<file path="config.mk">
export PLATFORM = sky130hd
export DESIGN_NAME = uart_tx_ctrl
export DESIGN_NICKNAME = d
export VERILOG_FILES = /design/src/rtl/uart_tx_ctrl.sv
export SDC_FILE = /design/constraint.sdc
export NUM_CORES = 1
export LEC_CHECK = 0
export ABC_CLOCK_PERIOD_IN_PS = 16000
export CORE_MARGIN = 2
export CORE_UTILIZATION = 46
export CTS_BUF_LIST = sky130_fd_sc_hd__clkbuf_16
export DETAILED_ROUTE_END_ITERATION = 16
export PLACE_DENSITY_LB_ADDON = 0.08
export SYNTH_ARGS = -nofsm -noshare
export SYNTH_HDL_FRONTEND = slang
export SYNTH_SLANG_ARGS = --single-unit
</file>
<file path="constraint.sdc">
create_clock -name clk -period 16 [get_ports clk]
set_input_delay 2.4 -clock clk [delete_from_list [all_inputs] [get_ports clk]]
set_output_delay 2.4 -clock clk [all_outputs]
set_load 0.01 [all_outputs]
</file>
<file path="src/rtl/uart_tx_ctrl.sv">
// UART transmit controller: byte FIFO feeding an 8N1 serializer.
// Bit period comes from clk_div, clamped to a minimum of 4 clocks.
module uart_tx_ctrl #(
    parameter  int FIFO_DEPTH = 16,
    localparam int LVL_W      = $clog2(FIFO_DEPTH) + 1
) (
    input  logic             clk,
    input  logic             resetn,
    input  logic             cfg_en,
    input  logic [31:0]      clk_div,
    input  logic             wr_valid,
    input  logic [7:0]       wr_data,
    output logic             wr_ready,
    output logic             busy,
    output logic [LVL_W-1:0] fifo_level,
    output logic             uart_tx
);

    localparam int PW = LVL_W - 1;
    localparam logic [LVL_W-1:0] FULL = LVL_W'(FIFO_DEPTH);

    typedef enum logic [1:0] {
        IDLE,
        START,
        DATA,
        STOP
    } state_t;

    state_t           state;
    state_t           state_nx;
    logic [7:0]       mem [FIFO_DEPTH];
    logic [PW-1:0]    rd_ptr;
    logic [PW-1:0]    wr_ptr;
    logic [LVL_W-1:0] level_nx;
    logic [31:0]      period;
    logic [31:0]      baud_cnt;
    logic [2:0]       bit_idx;
    logic [7:0]       shift;
    logic             push;
    logic             pop;
    logic             bit_end;
    logic             fifo_ne;

    assign push    = wr_valid && wr_ready;
    assign fifo_ne = fifo_level != '0;
    assign bit_end = baud_cnt == period - 32'd1;

    // State register
    always_ff @(posedge clk or negedge resetn) begin
        if (!resetn) begin
            state <= IDLE;
        end else begin
            state <= state_nx;
        end
    end

    // Next state and pop decision; a finished stop bit may chain straight into a new start bit
    always_comb begin
        state_nx = state;
        pop      = 1'b0;
        unique case (state)
            IDLE: begin
                if (cfg_en && fifo_ne) begin
                    pop      = 1'b1;
                    state_nx = START;
                end
            end
            START: begin
                if (bit_end) begin
                    state_nx = DATA;
                end
            end
            DATA: begin
                if (bit_end && bit_idx == 3'd7) begin
                    state_nx = STOP;
                end
            end
            STOP: begin
                if (bit_end) begin
                    if (cfg_en && fifo_ne) begin
                        pop      = 1'b1;
                        state_nx = START;
                    end else begin
                        state_nx = IDLE;
                    end
                end
            end
            default: state_nx = IDLE;
        endcase
    end

    // FIFO occupancy after this cycle's push/pop
    always_comb begin
        level_nx = fifo_level;
        unique case ({push, pop})
            2'b10:   level_nx = fifo_level + LVL_W'(1);
            2'b01:   level_nx = fifo_level - LVL_W'(1);
            default: level_nx = fifo_level;
        endcase
    end

    // FIFO storage; emptiness is tracked by the pointers and level, so no reset needed
    always_ff @(posedge clk) begin
        if (push) begin
            mem[wr_ptr] <= wr_data;
        end
    end

    // FIFO pointers, level and the status flags derived from it
    always_ff @(posedge clk or negedge resetn) begin
        if (!resetn) begin
            rd_ptr     <= '0;
            wr_ptr     <= '0;
            fifo_level <= '0;
            wr_ready   <= 1'b1;
            busy       <= 1'b0;
        end else begin
            if (push) begin
                wr_ptr <= wr_ptr + PW'(1);
            end
            if (pop) begin
                rd_ptr <= rd_ptr + PW'(1);
            end
            fifo_level <= level_nx;
            wr_ready   <= level_nx != FULL;
            busy       <= (state_nx != IDLE) || (level_nx != '0);
        end
    end

    // Shift register, latched bit period, baud counter and bit index
    always_ff @(posedge clk or negedge resetn) begin
        if (!resetn) begin
            shift    <= '0;
            period   <= 32'd4;
            baud_cnt <= '0;
            bit_idx  <= '0;
        end else if (pop) begin
            shift    <= mem[rd_ptr];
            period   <= (clk_div < 32'd4) ? 32'd4 : clk_div;
            baud_cnt <= '0;
            bit_idx  <= '0;
        end else if (state != IDLE) begin
            if (bit_end) begin
                baud_cnt <= '0;
                if (state == DATA) begin
                    shift   <= {1'b0, shift[7:1]};
                    bit_idx <= bit_idx + 3'd1;
                end
            end else begin
                baud_cnt <= baud_cnt + 32'd1;
            end
        end
    end

    // Line driver flop, one cycle behind the state so the line never glitches
    always_ff @(posedge clk or negedge resetn) begin
        if (!resetn) begin
            uart_tx <= 1'b1;
        end else begin
            unique case (state)
                START:   uart_tx <= 1'b0;
                DATA:    uart_tx <= shift[0];
                default: uart_tx <= 1'b1;
            endcase
        end
    end

endmodule
</file>
==> flow_summary.yaml <==
die:
  rows: 56
  start_util_pct: 46.7
  die_h_microns: 158
  die_width_microns: 158
  dieArea_sq_um: 25000
  core_area_sq_um: 23400
  pin_count: 52
power:
  power.density_nw_per_um2: 168
  irDropWorstVdd_mv: 0.121
  finalPower_mw: 2.09
  cellLeakagePower_nw: 4.56
final_layout:
  fin_cells: 1273
  drive_gt1_share_pct: 12.2
  area_growth_pct: 13.7
  post-route-util_pct: 53.1
  nets: 1000
  diodes: 0
  fin_area_sq_um: 12400
  fillers: 2040
timing:
  rsz0062_at_grt: "false"
  final.period_utilization_pct: 38.2
  fin_setup_tns_ns: 0
  finalCriticalPeriod_ns: 6.12
  hold_violations: 0
  finalClockSkew_ns: 0.0129
  finalSetupViolations: 0
  worstMarginPinSlew_ns: 1.13
  slew_viol_final: 0
  slew_headroom_pct: 24.6
  fmax_mhz: 164
setup_path:
  crit_required_ns: 16.40
  cp-start-kind: "flip-flop"
  critPathKind: "flip-flop to flip-flop"
  cp.arrival_ns: 6.51
  worst_setup_path_startpoint: "period[9]$_DFFE_PN0N_"
  rr_startpoint: "period[9]$_DFFE_PN0N_"
  endpoint_kind: "flip-flop"
  crit_fanout: 14
yosys:
  yosysSeqAreaShare_pct: 56.5
  yosys_warnings: 0
  syn_nets: 960
  synth_cell_types: 75
  syn_area_sq_um: 10900
  synth_area_leader_cell: "edfxtp_1"
  syn_avg_cell_area_sq_um: 12.2
  ys_ff_latch: 221
  yosysTopAreaCellShare_pct: 35.1
  synthArstFlopShare_pct: 42.1
  ys.flop_type: "edfxtp_1"
  yosysMostFrequentCell: "edfxtp_1"
  synth_area_leaders: "edfxtp_1 35%, dfrtp_1 21%, mux2_2 4.1%, mux4_2 3.3%, mux2i_1 2.8%"
  synth_top_cells_by_count: "128 x edfxtp_1, 90 x dfrtp_1, 75 x nor2_1"
  syn_inst: 899
  synth_edf_count: 128
clocking:
  path_clk_slew_ns: 0.06
  h-tree-depth: 1
  clockBufferDepth: 3
  clockRootBuffer: "clkbuf_16"
  cts_hold_buffers: 0
  cts_setup_buffers: 0
  cts_tree: "built"
  clock_sinks: 221
  cts_buffers: 24
  clk_latency_ns: 0.53
  ctsResizeCount: 0
grt:
  grt_max_degree: 60
  grt_pass1_vias: 7573
  grt_pass1_wl_microns: 41900
  grtUsageTotal_pct: 21.8
  overflow: 0
  antenna_found_initial: 0
drt:
  postRouteAntennaNets: 0
  wl_per_cell_microns: 20.7
  first_pass_iters: 5
  vias: 7369
  via_per_inst: 5.79
  remaining_drc_errors: 0
  drt-total-wl_microns: 26400
  drtIter0Drc: 461
run_status:
  run_status: "finished, final reports clean"
worst_hold_path:
  holdCritStartpoint: "shift[7]$_DFFE_PN0P_"
  hold_class: "flip-flop to flip-flop"
placement:
  dp.cells: 1232
  placed_cell_area_sq_um: 11700
  post-dp-hpwl_microns: 18800
  routabilityCongestion: 0.876
  io_buffers: 51
job:
  max_cap_violations: 0
[layout make-up]
type / count / area (sq um) / share of cell area (%)
clock buffer: 24 / 601 / 4.83
clock inverter: 17 / 98.8 / 0.795
inverter: 20 / 75.1 / 0.604
multi-input combinational: 612 / 4510 / 36.3
sequential: 221 / 6180 / 49.7
tap: 319 / 399 / 3.21
timing repair buffer: 60 / 576 / 4.63
[path summary, 6_finish.rpt]
check | endpoint | slack (ns) | cells past startpoint
worst max-delay path | busy$_DFF_PN0_ | 9.88 | 18
worst min-delay path | shift[6]$_DFFE_PN0P_ | 0.53 | 1
worst max register to register | busy$_DFF_PN0_ | 9.88 | 18
worst min register to register | shift[6]$_DFFE_PN0P_ | 0.53 | 1
max in group asynchronous | shift[1]$_DFFE_PN0P_ | 13.01 | 2
min in group asynchronous | period[12]$_DFFE_PN0N_ | 1.82 | 1
[flip-flops by register name (all words and copies together), names as in the netlist]
register and cells:
shift 8, fifo_level 5, baud_cnt 32, state 2
mem 128, uart_tx 1, wr_ptr 4, busy 1
wr_ready 1, period 32, rd_ptr 4, bit_idx 3
[per-layer routing]
layer	vias to the layer above	part of all wire (%)	GRT usage (%)
met1	3671	40	26.6
met2	156	52	39.8
met3	63	4.1	2.93
met4	0	3.4	7.64
met5	-	0	0
li1	3479	-	-
[kinds of logic (layout without fill, tap and decap cells)]
kind of cell               count (synthesis)  count (layout)  synth area share, %
and+or+nand+nor                          300             300                 14.5
DFF                                      221             221                 56.5
AOI/OAI and AO/OA                        146             146                 9.30
muxes                                     87              87                 10.3
buffers and inverters                     66             121                 2.46
xor gates and xnor gates                  62              62                 5.09
adders and majority gates                 17              17                 1.94
[power by group]
group / leakage [nW] / switching (mW) / internal [mW]
logic: 1.88 / 0.407 / 0.331
registers: 2.32 / 0.137 / 0.722
clock network: 0.351 / 0.224 / 0.272
[worst max-delay path, stage by stage, from the launching register on]
cell,delay (ns)
dfrtp_1,0.49
nor4_4,0.48
nand4b_1,0.51
or3_1,0.51
a2111oi_0,0.55
o221ai_1,0.23
nor4_4,0.72
a31oi_4,0.16
inv_1,0.20
ha_1,0.36
xor2_1,0.19
ha_1,0.23
inv_1,0.07
o21ai_0,0.19
a21oi_1,0.10
a211oi_1,0.20
nor2_1,0.09
xor2_1,0.17
or4_1,0.50
[placed cells by master (no fill, tap or decap), types with 6 or more instances in the layout]
cell,n
o211ai_1,6
mux4_2,16
clkdlybuf4s50_1,50
edfxtp_1,128
a221oi_1,8
mux2_2,40
clkbuf_16,24
nand4_1,19
o21ai_0,35
nor4_1,24
mux2i_1,31
o31a_1,6
xnor2_1,32
nand2_1,61
o21a_1,6
or3_1,9
and2_1,10
a22oi_1,8
xor2_1,29
a21oi_1,22
inv_1,23
ha_1,17
nor2_1,75
dfrtp_1,89
and3_1,9
nor3_1,26
buf_4,10
clkinv_1,8
or4_1,10
nand3_1,20
[metrics by stage]
step / hold WS, ns / worst slack, ns
CTS: 0.530 / 9.91
floorplan: 0.448 / 10.61
detailed placement: 0.519 / 9.91
global route: 0.552 / 9.30
global placement: 0.509 / 10.13
finish: 0.527 / 9.88
Note: power is estimated with default switching activity, not from simulation.
